[src/rtl/keypad_pkg.sv]
// Shared types and constants for the 4x4 keypad scanner.
// Key map, 5-bit {valid, code} key encoding and scan-column state encoding.
package keypad_pkg;

   localparam int NUM_COLS = 4;
   localparam int NUM_ROWS = 4;

   typedef struct packed {
      logic       valid;
      logic [3:0] code;
   } key_t;

   localparam key_t KEY_NONE = '{valid: 1'b0, code: 4'h0};

   // Indexed [row][col].
   localparam logic [3:0] KEY_MAP [NUM_ROWS][NUM_COLS] = '{
      '{4'h1, 4'h2, 4'h3, 4'hA},
      '{4'h4, 4'h5, 4'h6, 4'hB},
      '{4'h7, 4'h8, 4'h9, 4'hC},
      '{4'h0, 4'hF, 4'hE, 4'hD}
   };

   typedef enum logic [1:0] {
      ST_COL0 = 2'd0,
      ST_COL1 = 2'd1,
      ST_COL2 = 2'd2,
      ST_COL3 = 2'd3
   } scan_state_t;

   function automatic logic [1:0] sat_hits(input logic [1:0] acc, input logic [2:0] add);
      logic [2:0] s;
      s = {1'b0, acc} + add;
      return (s >= 3'd2) ? 2'd2 : s[1:0];
   endfunction

endpackage

[src/rtl/keypad_scanner_if.sv]
// Keypad pin and key-report bundle between the scanner and its surroundings.
// slave is the scanner side; master is the keypad/controller side.
interface keypad_scanner_if;
   logic [3:0] row;
   logic [3:0] col;
   logic [3:0] key_code;
   logic       key_valid;
   logic       key_held;

   modport slave (
      input  row,
      output col,
      output key_code,
      output key_valid,
      output key_held
   );

   modport master (
      output row,
      input  col,
      input  key_code,
      input  key_valid,
      input  key_held
   );
endinterface

[src/rtl/sync_2ff.sv]
// Two-flop synchronizer for asynchronous level inputs.
// Resets to RST_VAL so the downstream logic sees idle lines during reset.
module sync_2ff #(
   parameter int               WIDTH   = 4,
   parameter logic [WIDTH-1:0] RST_VAL = '1
) (
   input  logic             i_clk,
   input  logic             i_rst,
   input  logic [WIDTH-1:0] i_d,
   output logic [WIDTH-1:0] o_q
);

   logic [WIDTH-1:0] r_meta;
   logic [WIDTH-1:0] r_sync;

   always_ff @(posedge i_clk) begin
      if (i_rst) begin
         r_meta <= RST_VAL;
         r_sync <= RST_VAL;
      end else begin
         r_meta <= i_d;
         r_sync <= r_meta;
      end
   end

   assign o_q = r_sync;

endmodule

[src/rtl/keypad_scanner.sv]
// 4x4 keypad scanner: one-cold column drive, per-scan ghost rejection,
// multi-scan debounce and single-pulse key reporting.
//
//   state   | meaning
//   --------+-----------------------------------------------
//   ST_COL0 | column 0 driven low, settling / sampling
//   ST_COL1 | column 1 driven low, settling / sampling
//   ST_COL2 | column 2 driven low, settling / sampling
//   ST_COL3 | column 3 driven low; its sample ends the scan
module keypad_scanner
   import keypad_pkg::*;
#(
   parameter int SETTLE_CYCLES  = 1000,
   parameter int DEBOUNCE_SCANS = 4
) (
   input  logic          i_clk,
   input  logic          i_rst,
   keypad_scanner_if.slave kp
);

   localparam int CW = $clog2(SETTLE_CYCLES);
   localparam int SW = $clog2(DEBOUNCE_SCANS + 1);
   localparam logic [CW-1:0] SETTLE_LOAD = CW'(SETTLE_CYCLES - 1);
   localparam logic [SW-1:0] STABLE_MAX  = SW'(DEBOUNCE_SCANS);

   logic [3:0]    w_row_s;
   scan_state_t   r_state;
   scan_state_t   w_state_nxt;
   logic [1:0]    w_col_idx;
   logic          w_tc;
   logic          w_scan_end;

   logic [CW-1:0] r_settle_cnt;
   logic [1:0]    r_hit_cnt;
   logic [3:0]    r_first_code;
   key_t          r_cand;
   logic [SW-1:0] r_stable;
   key_t          r_acc;
   logic [3:0]    r_key_code;
   logic          r_key_valid;

   logic [2:0]    w_col_hits;
   logic [3:0]    w_col_code;
   logic [1:0]    w_hits_tot;
   logic [3:0]    w_code_tot;
   key_t          w_result;
   key_t          w_cand_nxt;
   logic [SW-1:0] w_stable_nxt;
   logic          w_accept;

   sync_2ff #(
      .WIDTH   (4),
      .RST_VAL (4'hF)
   ) u_row_sync (
      .i_clk (i_clk),
      .i_rst (i_rst),
      .i_d   (kp.row),
      .o_q   (w_row_s)
   );

   assign w_tc = (r_settle_cnt == '0);

   always_ff @(posedge i_clk) begin
      if (i_rst) begin
         r_state <= ST_COL0;
      end else begin
         r_state <= w_state_nxt;
      end
   end

   always_comb begin
      w_state_nxt = r_state;
      w_col_idx   = 2'd0;
      w_scan_end  = 1'b0;
      case (r_state)
         ST_COL0: begin
            w_col_idx = 2'd0;
            if (w_tc) w_state_nxt = ST_COL1;
         end
         ST_COL1: begin
            w_col_idx = 2'd1;
            if (w_tc) w_state_nxt = ST_COL2;
         end
         ST_COL2: begin
            w_col_idx = 2'd2;
            if (w_tc) w_state_nxt = ST_COL3;
         end
         ST_COL3: begin
            w_col_idx  = 2'd3;
            w_scan_end = w_tc;
            if (w_tc) w_state_nxt = ST_COL0;
         end
         default: w_state_nxt = ST_COL0;
      endcase
   end

   // Lowest-numbered row wins so the kept code is the first hit in scan order.
   always_comb begin
      w_col_hits = 3'd0;
      w_col_code = 4'h0;
      for (int r = NUM_ROWS - 1; r >= 0; r--) begin
         if (!w_row_s[2'(r)]) begin
            w_col_hits = w_col_hits + 3'd1;
            w_col_code = KEY_MAP[2'(r)][w_col_idx];
         end
      end
   end

   always_comb begin
      w_hits_tot = sat_hits(r_hit_cnt, w_col_hits);
      w_code_tot = (r_hit_cnt == 2'd0) ? w_col_code : r_first_code;

      w_result = KEY_NONE;
      if (w_hits_tot == 2'd1) begin
         w_result.valid = 1'b1;
         w_result.code  = w_code_tot;
      end

      if (w_result == r_cand) begin
         w_cand_nxt   = r_cand;
         w_stable_nxt = (r_stable == STABLE_MAX) ? r_stable : r_stable + 1'b1;
      end else begin
         w_cand_nxt   = w_result;
         w_stable_nxt = SW'(1);
      end

      w_accept = (w_stable_nxt == STABLE_MAX) && (w_cand_nxt != r_acc);
   end

   always_ff @(posedge i_clk) begin
      if (i_rst) begin
         r_settle_cnt <= SETTLE_LOAD;
         r_hit_cnt    <= 2'd0;
         r_first_code <= 4'h0;
         r_cand       <= KEY_NONE;
         r_stable     <= '0;
         r_acc        <= KEY_NONE;
         r_key_code   <= 4'h0;
         r_key_valid  <= 1'b0;
      end else begin
         r_key_valid <= 1'b0;
         if (w_tc) begin
            r_settle_cnt <= SETTLE_LOAD;
            if (w_scan_end) begin
               r_hit_cnt    <= 2'd0;
               r_first_code <= 4'h0;
               r_cand       <= w_cand_nxt;
               r_stable     <= w_stable_nxt;
               if (w_accept) begin
                  r_acc <= w_cand_nxt;
                  // Release keeps the last code; only a new key reports.
                  if (w_cand_nxt.valid) begin
                     r_key_code  <= w_cand_nxt.code;
                     r_key_valid <= 1'b1;
                  end
               end
            end else begin
               r_hit_cnt    <= w_hits_tot;
               r_first_code <= w_code_tot;
            end
         end else begin
            r_settle_cnt <= r_settle_cnt - 1'b1;
         end
      end
   end

   assign kp.col       = ~(4'b0001 << w_col_idx);
   assign kp.key_code  = r_key_code;
   assign kp.key_valid = r_key_valid;
   assign kp.key_held  = r_acc.valid;

endmodule

[src/flat_wrapper.sv]
// flat-port wrapper written by rule: the top's interface ports become plain ports
module keypad_scanner_flat import keypad_pkg::*;
#(
   parameter int SETTLE_CYCLES  = 1000,
   parameter int DEBOUNCE_SCANS = 4
)
  (i_clk, i_rst, kp_row, kp_col, kp_key_code, kp_key_valid, kp_key_held);
  keypad_scanner_if kp_i ();
  input  logic i_clk;
  input  logic i_rst;
  input wire logic [$bits(kp_i.row)-1:0] kp_row;
  output wire logic [$bits(kp_i.col)-1:0] kp_col;
  output wire logic [$bits(kp_i.key_code)-1:0] kp_key_code;
  output wire logic [$bits(kp_i.key_valid)-1:0] kp_key_valid;
  output wire logic [$bits(kp_i.key_held)-1:0] kp_key_held;
  assign kp_i.row = kp_row;
  assign kp_col = kp_i.col;
  assign kp_key_code = kp_i.key_code;
  assign kp_key_valid = kp_i.key_valid;
  assign kp_key_held = kp_i.key_held;
  keypad_scanner #(.SETTLE_CYCLES(SETTLE_CYCLES), .DEBOUNCE_SCANS(DEBOUNCE_SCANS)) u_core (.i_clk(i_clk), .i_rst(i_rst), .kp(kp_i));
endmodule
[config.mk]
export PLATFORM = sky130hd
export DESIGN_NAME = keypad_scanner_flat
export DESIGN_NICKNAME = d
export VERILOG_FILES = /design/src/rtl/keypad_pkg.sv /design/src/rtl/keypad_scanner_if.sv /design/src/rtl/sync_2ff.sv /design/src/rtl/keypad_scanner.sv /design/src/flat_wrapper.sv
export SDC_FILE = /design/constraint.sdc
export NUM_CORES = 1
export LEC_CHECK = 0
export CELL_PAD_IN_SITES_DETAIL_PLACEMENT = 1
export CELL_PAD_IN_SITES_GLOBAL_PLACEMENT = 1
export CORE_MARGIN = 1.5
export CORE_UTILIZATION = 45
export CTS_BUF_LIST = sky130_fd_sc_hd__clkbuf_2
export DETAILED_ROUTE_END_ITERATION = 10
export PLACE_DENSITY_LB_ADDON = 0.3
export SYNTH_ARGS = -nofsm -noshare
export SYNTH_HDL_FRONTEND = slang
export SYNTH_SLANG_ARGS = --single-unit
[constraint.sdc]
create_clock -name i_clk -period 4.4 [get_ports i_clk]
set_clock_uncertainty 0.1 [all_clocks]
set_input_delay 0.88 -clock i_clk [delete_from_list [all_inputs] [get_ports i_clk]]
set_output_delay 0.88 -clock i_clk [all_outputs]
set_load 0.05 [all_outputs]
==> summary.md, run 1 <==
| Metric | Value |
|---|---|
| Final standard cell count with taps included and fillers excluded | roughly 170 |
| # Post-CTS Setup Buffers | 0 |
| Number of synthesized flops with an enable pin | 0 |
| # resized after CTS | 0 |
| Max-slew violation count | 0 |
| Clock buffer count from CTS | 3 |
| Syn Inst Count | about 130 |
| Type of destination of the critical path | output pin |
| Top post-synthesis cells by area | sky130_fd_sc_hd__dfxtp_1 43%, sky130_fd_sc_hd__ha_1 12%, sky130_fd_sc_hd__inv_1 3.7% |
| Layout cells sized above 1 | 0.09420 |
| Delay-heaviest family, CP | buffers and inverters |
| Most common cell on crit path | sky130_fd_sc_hd__inv_1 |
| Fraction of registers with async set or reset after synthesis | 0 |
| Critical path buffer and inverter count | 3 |
| Path type of the worst setup path | reg -> out |
| Warning count from the yosys run | 0 |
| Outcome | completed |
| Number of I/O pins | 16 |
| Top cells by count, synth | 26 x sky130_fd_sc_hd__dfxtp_1, 12 x sky130_fd_sc_hd__ha_1, 12 x sky130_fd_sc_hd__inv_1 |
| Via/cell ratio | between 5 and 6 |
| Largest stage delay on the critical path | roughly 0.79 ns |
| Switching power as a share of total power | 0.2582 |
| Crit Path Max Fanout | 5 |
| Fin. Hold Viols | 0 |
| First-pass GRT wire length | about 4000 um |
| Max_cap viols | 0 |
| Critical path's slowest cell | sky130_fd_sc_hd__clkdlybuf4s50_1 |
| Root Driver | sky130_fd_sc_hd__clkbuf_2 |
| Cell Count Post-Placement | between 150 and 200 |
| Minimum setup slack among reg-to-reg paths | between 2 and 2.5 ns |
| Library cell with the highest instance count after synthesis | sky130_fd_sc_hd__dfxtp_1 |
| Total number of vias | ~870 |
| Half-perimeter wire length after placement | approximately 1800 um |
| Clock latency reported for the late side of the worst-skew pair | between 0.3 and 0.4 ns |
| Hold Worst Slack | 0.3818 ns |
| Share of total power in combinational logic | 0.132 |
| Total negative slack | 0 ns |
| Syn_nets | about 140 |
| Fill cell instance count of the final layout | between 200 and 300 |
| Leakage | around 0.00058 uW |
| WP data arrival | 2.09 ns |
| Crit. Startpoint | u_core.r_state[0] |
| Unrepaired setup endpoints after global routing | false |
| Total power divided by cell area | about 330 nW/um^2 |
| First-pass iteration count of the detailed router | 2 |
| Sequential area share after synthesis | 0.4289 |
| Syn-to-layout area delta | 14.95% |
| Cell type with the highest aggregate area in the netlist | sky130_fd_sc_hd__dfxtp_1 |
| Antenna violations before repair | 0 |
| Nets | about 160 |
| Pin count of the biggest net entering global routing | 16 |
| Clock share of power | 0.328 |
| Vias in the first global route | slightly above 900 |
| Count of state elements after synthesis | 26 |
| End point of the critical path | kp_col[0] |
| Remaining routing DRC violations | 0 |
| Height of the die | roughly 55 um |
| Wire length after detailed routing | around 2300 um |
| Detail Route Antenna Nets | 0 |
| Top-area cell type share of the netlist area | 0.4289 |
| Die Footprint | between 3000 and 4000 sq um |
| Die X | 54.93 um |
| End of the worst register-to-register path | u_core.r_stable[2] |
| Startpoint of the lowest-slack hold path | u_core.r_settle_cnt[0] |
| Final Cell Area | about 1400 sq um |
| Number of DRC markers in iteration 0 | 2 |
| Post-synthesis cell area | around 1200 sq um |
| Most used DFF post-synth | sky130_fd_sc_hd__dfxtp_1 |
| Worst Tran Pin Value | 1.200 ns |
| DR WL/cell | ~14 um |
| Htree depth | 1 |
| Final number of setup-violating endpoints | 0 |
| Placement-stage cell area | about 1400 sq um |
| Period Utilization, post-route | 0.6985 |
| Upper clock frequency limit | 325.4 MHz |
| Cell depth of the worst setup path | 4 |
| Total global-route track usage | 0.1850 |
| Aggregate global routing overflow | 0 |
| Clock tree from TritonCTS | yes |
| Routability congestion estimate from global placement | just under 0.8 |
| Antenna diodes | 0 |
| Mean post-synth cell area | approximately 10 sq um |
| Cells on worst reg2reg path | 4 |
| Cells along the critical path | inv_1, ha_1, inv_1, clkdlybuf4s50_1 |
| Clock sink total | 26 |
| Worst VDD drop | between 0.0002 and 0.00025 V |
| Kind of start point of the critical path | register |
| Buffer levels on the longest clock path | 2 |
| Clk slew on worst S/H paths | between 0.2 and 0.3 ns |
| Required time at the endpoint of the critical path | around 3.4 ns |
| Hold bufs inserted after CTS | 0 |
| Worst slew margin relative to its limit | 0.1940 |
| Core Box Area | 2522 sq um |
| Row cnt | 18 |
| Post-synthesis cell type count | 38 |
| Sw power | approximately 120 uW |
| Final critical delay including setup and external delays | 3.073 ns |
| Fraction of power consumed by sequential logic | 0.540 |
| Count of buffers from port buffering | 11 |
| Launching point of the worst reg2reg path | u_core.r_settle_cnt[2] |
| Starting Density | 0.4812 |
| Hold Path Class | reg -> reg |
| Total chip power | about 460 uW |
| Cell Int Power | between 300 and 400 uW |
==> per-stage QoR <==
step / utilization / setup WS, ns
6_report: 0.5531 / 1.327
5_1_grt: 0.5531 / 1.185
3_5_place_dp: 0.5352 / 1.759
4_1_cts: 0.5531 / 1.301
2_1_floorplan: - / 2.414
3_3_place_gp: 0.5352 / 1.818
==> cell families after synthesis <==
group / after synthesis / share of synthesized area
compound gates: 14 / 0.09588
xor+xnor: 6 / 0.04330
fa+ha+maj: 12 / 0.1237
buf+inv: 14 / 0.04639
flops: 26 / 0.4289
mux: 2 / 0.01650
other cells: 1 / 0.003090
simple gates: 50 / 0.2423
==> final cells by class <==
class	count	area [sq um]	area share
multi-input combinational	85	636.9	0.4565
sequential	26	520.5	0.3731
timing repair buffer	11	110.1	0.07892
inverter	12	45.04	0.03229
tap	30	37.54	0.02691
clock inverter	1	30.03	0.02152
clock buffer	3	15.01	0.01076
==> cell usage in the layout (no fill, tap or decap), drive strengths merged, types with 2 or more instances in the layout <==
cell type and instances:
dfxtp 26, and3 2, nand3 3, clkdlybuf4s50 11, mux2i 2, xor2 5
a21oi 3, inv 12, a31oi 2, nand2 11, nor3 6, and2 6
nor2b 5, ha 12, clkbuf 3, nor2 6, o21ai 2, nand3b 2
a211oi 2, nor4 2
==> registers in the layout, summed over array words and instances (netlist names) <==
register             count
u_core.r_state           2
u_core.kp.key_valid      1
u_core.kp.key_code       4
u_core.kp.key_held       1
u_core.r_settle_cnt     10
u_core.r_stable          3
u_core.r_cand            5
==> power groups by stage <==
stage	logic, uW	clock network [uW]	registers (uW)
final	60.7	150	248
after global placement	57.7	0	252
after floorplan	41.7	0	252
after detailed placement	61.5	0	252
after global routing	67.6	160	249
after CTS	61.8	155	248
==> worst min path at each step <==
stage                                  end  depth (start not counted)  slack, ns
floorplan           u_core.r_settle_cnt[0]                          1       0.28
global placement    u_core.r_settle_cnt[0]                          1       0.30
detailed placement  u_core.r_settle_cnt[0]                          1       0.30
CTS                 u_core.r_settle_cnt[0]                          1       0.38
global route         u_core.kp.key_code[3]                          1       0.40
finish              u_core.r_settle_cnt[0]                          1       0.38
==> layer usage <==
layer,vias to the layer above,track usage,share of wire
met5,-,0,0
met4,0,0.07317,0.0043
met3,2,0.02419,0.014
met2,3,0.3452,0.54
met1,427,0.2107,0.44
li1,439,-,-
Power figures use the tool's default switching activity.
==> run 2: changes to the inputs <==
--- a/config.mk
+++ b/config.mk
@@ -8,7 +8,7 @@
 export CELL_PAD_IN_SITES_DETAIL_PLACEMENT = 1
 export CELL_PAD_IN_SITES_GLOBAL_PLACEMENT = 1
 export CORE_MARGIN = 1.5
-export CORE_UTILIZATION = 45
+export CORE_UTILIZATION = 43
 export CTS_BUF_LIST = sky130_fd_sc_hd__clkbuf_2
 export DETAILED_ROUTE_END_ITERATION = 10
 export PLACE_DENSITY_LB_ADDON = 0.3
==> constraint.sdc (replaced) <==
create_clock -name i_clk -period 3.05 [get_ports i_clk]
set_clock_uncertainty 0.1 [all_clocks]
set_input_delay 0.61 -clock i_clk [delete_from_list [all_inputs] [get_ports i_clk]]
set_output_delay 0.61 -clock i_clk [all_outputs]
set_load 0.05 [all_outputs]
==> run 2 against run 1 <==
  * Register-to-register slack got worse by 0.90 ns
  * Critical path type unchanged
  * Design area fell by 0.72%
  * Routed wire length fell by 5.4%
  * Critical path depth did not move
  * Critical endpoint unchanged
  * Global-route usage fell by 2.3 points
  * Utilization fell by 4.2 points
  * Largest cell class unchanged
  * Hold slack got worse by 0.030 ns
==> summary.md, run 2 (same netlist as run 1, synthesis figures left out) <==
| Metric | Value |
|---|---|
| First-pass GRT wire length | between 4000 and 5000 um |
| Hold worst-path end | u_core.r_settle_cnt[0] |
| First-pass iteration count of the detailed router | 4 |
| Highest-count cells in the layout ignoring fill and taps | 26 x sky130_fd_sc_hd__dfxtp_1, 12 x sky130_fd_sc_hd__inv_1, 12 x sky130_fd_sc_hd__ha_1 |
| Starting Density | 0.4478 |
| Leakage | about 0.00057 uW |
| Core Box Area | 2710 sq um |
| Period Utilization, post-route | 0.8971 |
| Type of destination of the critical path | output pin |
| Number of I/O pins | 16 |
| Top register by number of flip-flops | u_core.r_settle_cnt |
| Unrepaired setup endpoints after global routing | false |
| Wire length after detailed routing | ~2200 um |
| Sw power | ~160 uW |
| Count of buffers from port buffering | 11 |
| Launching point of the worst reg2reg path | u_core.r_state[0] |
| Cells along the critical path | inv_1, ha_1, inv_1, clkdlybuf4s50_1 |
| Worst VDD drop | between 0.0002 and 0.0003 V |
| Syn-to-layout area delta | 14.12% |
| Vias in the first global route | 950 |
| Pin count of the biggest net entering global routing | 15 |
| Clock tree from TritonCTS | yes |
| Total negative slack | 0 ns |
| Most common cell after layout, fill and taps aside | sky130_fd_sc_hd__dfxtp_1 |
| Minimum setup slack among reg-to-reg paths | ~1.3 ns |
| Core utilization of the finished layout | 0.5111 |
| Share of total power in combinational logic | 0.155 |
| Remaining routing DRC violations | 0 |
| Required time at the endpoint of the critical path | around 2.3 ns |
| Layout cells sized above 1 | 0.1000 |
| Max-slew violation count | 0 |
| Die Footprint | between 3000 and 4000 sq um |
| # resized after CTS | 0 |
| Worst Tran Pin Value | 0.5057 ns |
| Final number of setup-violating endpoints | 0 |
| Detail Route Antenna Nets | 0 |
| Fraction of power consumed by sequential logic | 0.624 |
| Critical path's slowest cell | sky130_fd_sc_hd__clkdlybuf4s50_1 |
| Outcome | completed |
| Total number of vias | ~900 |
| Kind of start point of the critical path | register |
| Worst slew margin relative to its limit | 0.6618 |
| Hold bufs inserted after CTS | 0 |
| Htree depth | 1 |
| Nets | 159 |
| WP data arrival | between 2 and 2.5 ns |
| Hold Worst Slack | approximately 0.35 ns |
| Largest stage delay on the critical path | 0.79 ns |
| Total power divided by cell area | a little over 400 nW/um^2 |
| Routability congestion estimate from global placement | approximately 0.87 |
| Clk slew on worst S/H paths | 0.22 ns |
| Total global-route track usage | 0.1617 |
| Clock sink total | 26 |
| Height of the die | 56.13 um |
| Cell Int Power | approximately 410 uW |
| Max reg flops | 10 |
| Crit Path Max Fanout | 5 |
| Aggregate global routing overflow | 0 |
| Max_cap viols | 0 |
| Clock share of power | 0.221 |
| End of the worst register-to-register path | u_core.r_state[0] |
| Final critical delay including setup and external delays | between 2 and 3 ns |
| Number of DRC markers in iteration 0 | 17 |
| Worst slack at placement | a little over 0.7 ns |
| Antenna diodes | 0 |
| Count of cells along the worst hold path | 1 |
| Root Driver | sky130_fd_sc_hd__clkbuf_2 |
| Startpoint of the lowest-slack hold path | u_core.r_settle_cnt[0] |
| Fin. Hold Viols | 0 |
| Hold Path Class | reg -> reg |
| Clock latency reported for the late side of the worst-skew pair | about 0.35 ns |
| Die X | 56.13 um |
| # Post-CTS Setup Buffers | 0 |
| Buffer levels on the longest clock path | 2 |
| Half-perimeter wire length after placement | between 1500 and 2000 um |
| Upper clock frequency limit | 365.5 MHz |
| Row cnt | 19 |
| Switching power as a share of total power | 0.2861 |
| Via/cell ratio | between 5 and 6 |
| Smallest setup slack after layout | around 0.31 ns |
| Clock buffer count from CTS | 3 |
| Path type of the worst setup path | reg -> out |
| Most common cell on crit path | sky130_fd_sc_hd__inv_1 |
| Antenna violations before repair | 0 |
| DR WL/cell | 12.98 um |
| Cells on worst reg2reg path | 6 |
[run 2: cell count changes in the layout (fill, tap and decap cells not counted), sizes merged]
cell | before | now
clkinv | 0 | 1
buf | 0 | 2
bufinv | 1 | 0
[run 2: cell type report]
class                           instances  area [sq um]
Fill cell                             326          1325
Multi-Input combinational cell         85         636.9
Sequential cell                        26         520.5
Timing Repair Buffer                   13         125.1
Inverter                               12         45.04
Tap cell                               31         38.79
Clock buffer                            3         15.01
Clock inverter                          1         3.754
[run 2: per-stage QoR]
| stage | instance area [sq um] | power (uW) | std cells |
|---|---|---|---|
| 2_1_floorplan | 1214 | 423.8 | 125 |
| 3_3_place_gp | 1366 | 447.8 | 167 |
| 3_5_place_dp | 1366 | 453.4 | 167 |
| 4_1_cts | 1385 | 583.6 | 171 |
| 5_1_grt | 1385 | 602.8 | 171 |
| 6_report | 1385 | 571.4 | 171 |
[run 2: critical path, delay by kind of cell (launching register included)]
kind	cells	cell delay (ns)
DFF	1	0.47
buffers and inverters	3	0.99
adders and majority gates	1	0.23
[run 2: worst max-delay path by stage]
stage	from	to	cells past startpoint
floorplan	u_core.r_state[0]	kp_col[0]	3
finish	u_core.r_state[0]	kp_col[0]	4
global placement	u_core.r_state[0]	kp_col[0]	4
CTS	u_core.r_state[0]	kp_col[0]	4
detailed placement	u_core.r_state[0]	kp_col[0]	4
global route	u_core.r_state[0]	kp_col[0]	4
[run 2: layer usage]
layer	part of all wire	vias up	track usage
met4	0.028	0	0.1020
met5	0	-	0
met1	0.43	445	0.1809
met2	0.52	10	0.2807
li1	-	445	-
met3	0.020	8	0.02791
[run 2: power groups by stage]
stage               clock network (uW)  logic (uW)  registers, uW
CTS                                136        90.2            357
floorplan                            0        60.2            364
global route                       146        98.2            359
detailed placement                   0        89.9            363
finish                             126        88.7            357
global placement                     0        85.1            363
==> run 3: changes to the inputs <==
--- a/config.mk
+++ b/config.mk
@@ -5,6 +5,7 @@
 export SDC_FILE = /design/constraint.sdc
 export NUM_CORES = 1
 export LEC_CHECK = 0
+export ABC_CLOCK_PERIOD_IN_PS = 3050
 export CELL_PAD_IN_SITES_DETAIL_PLACEMENT = 1
 export CELL_PAD_IN_SITES_GLOBAL_PLACEMENT = 1
 export CORE_MARGIN = 1.5
==> results of run 3 <==
Final layout, timing and power as in run 2 (identical DEF).
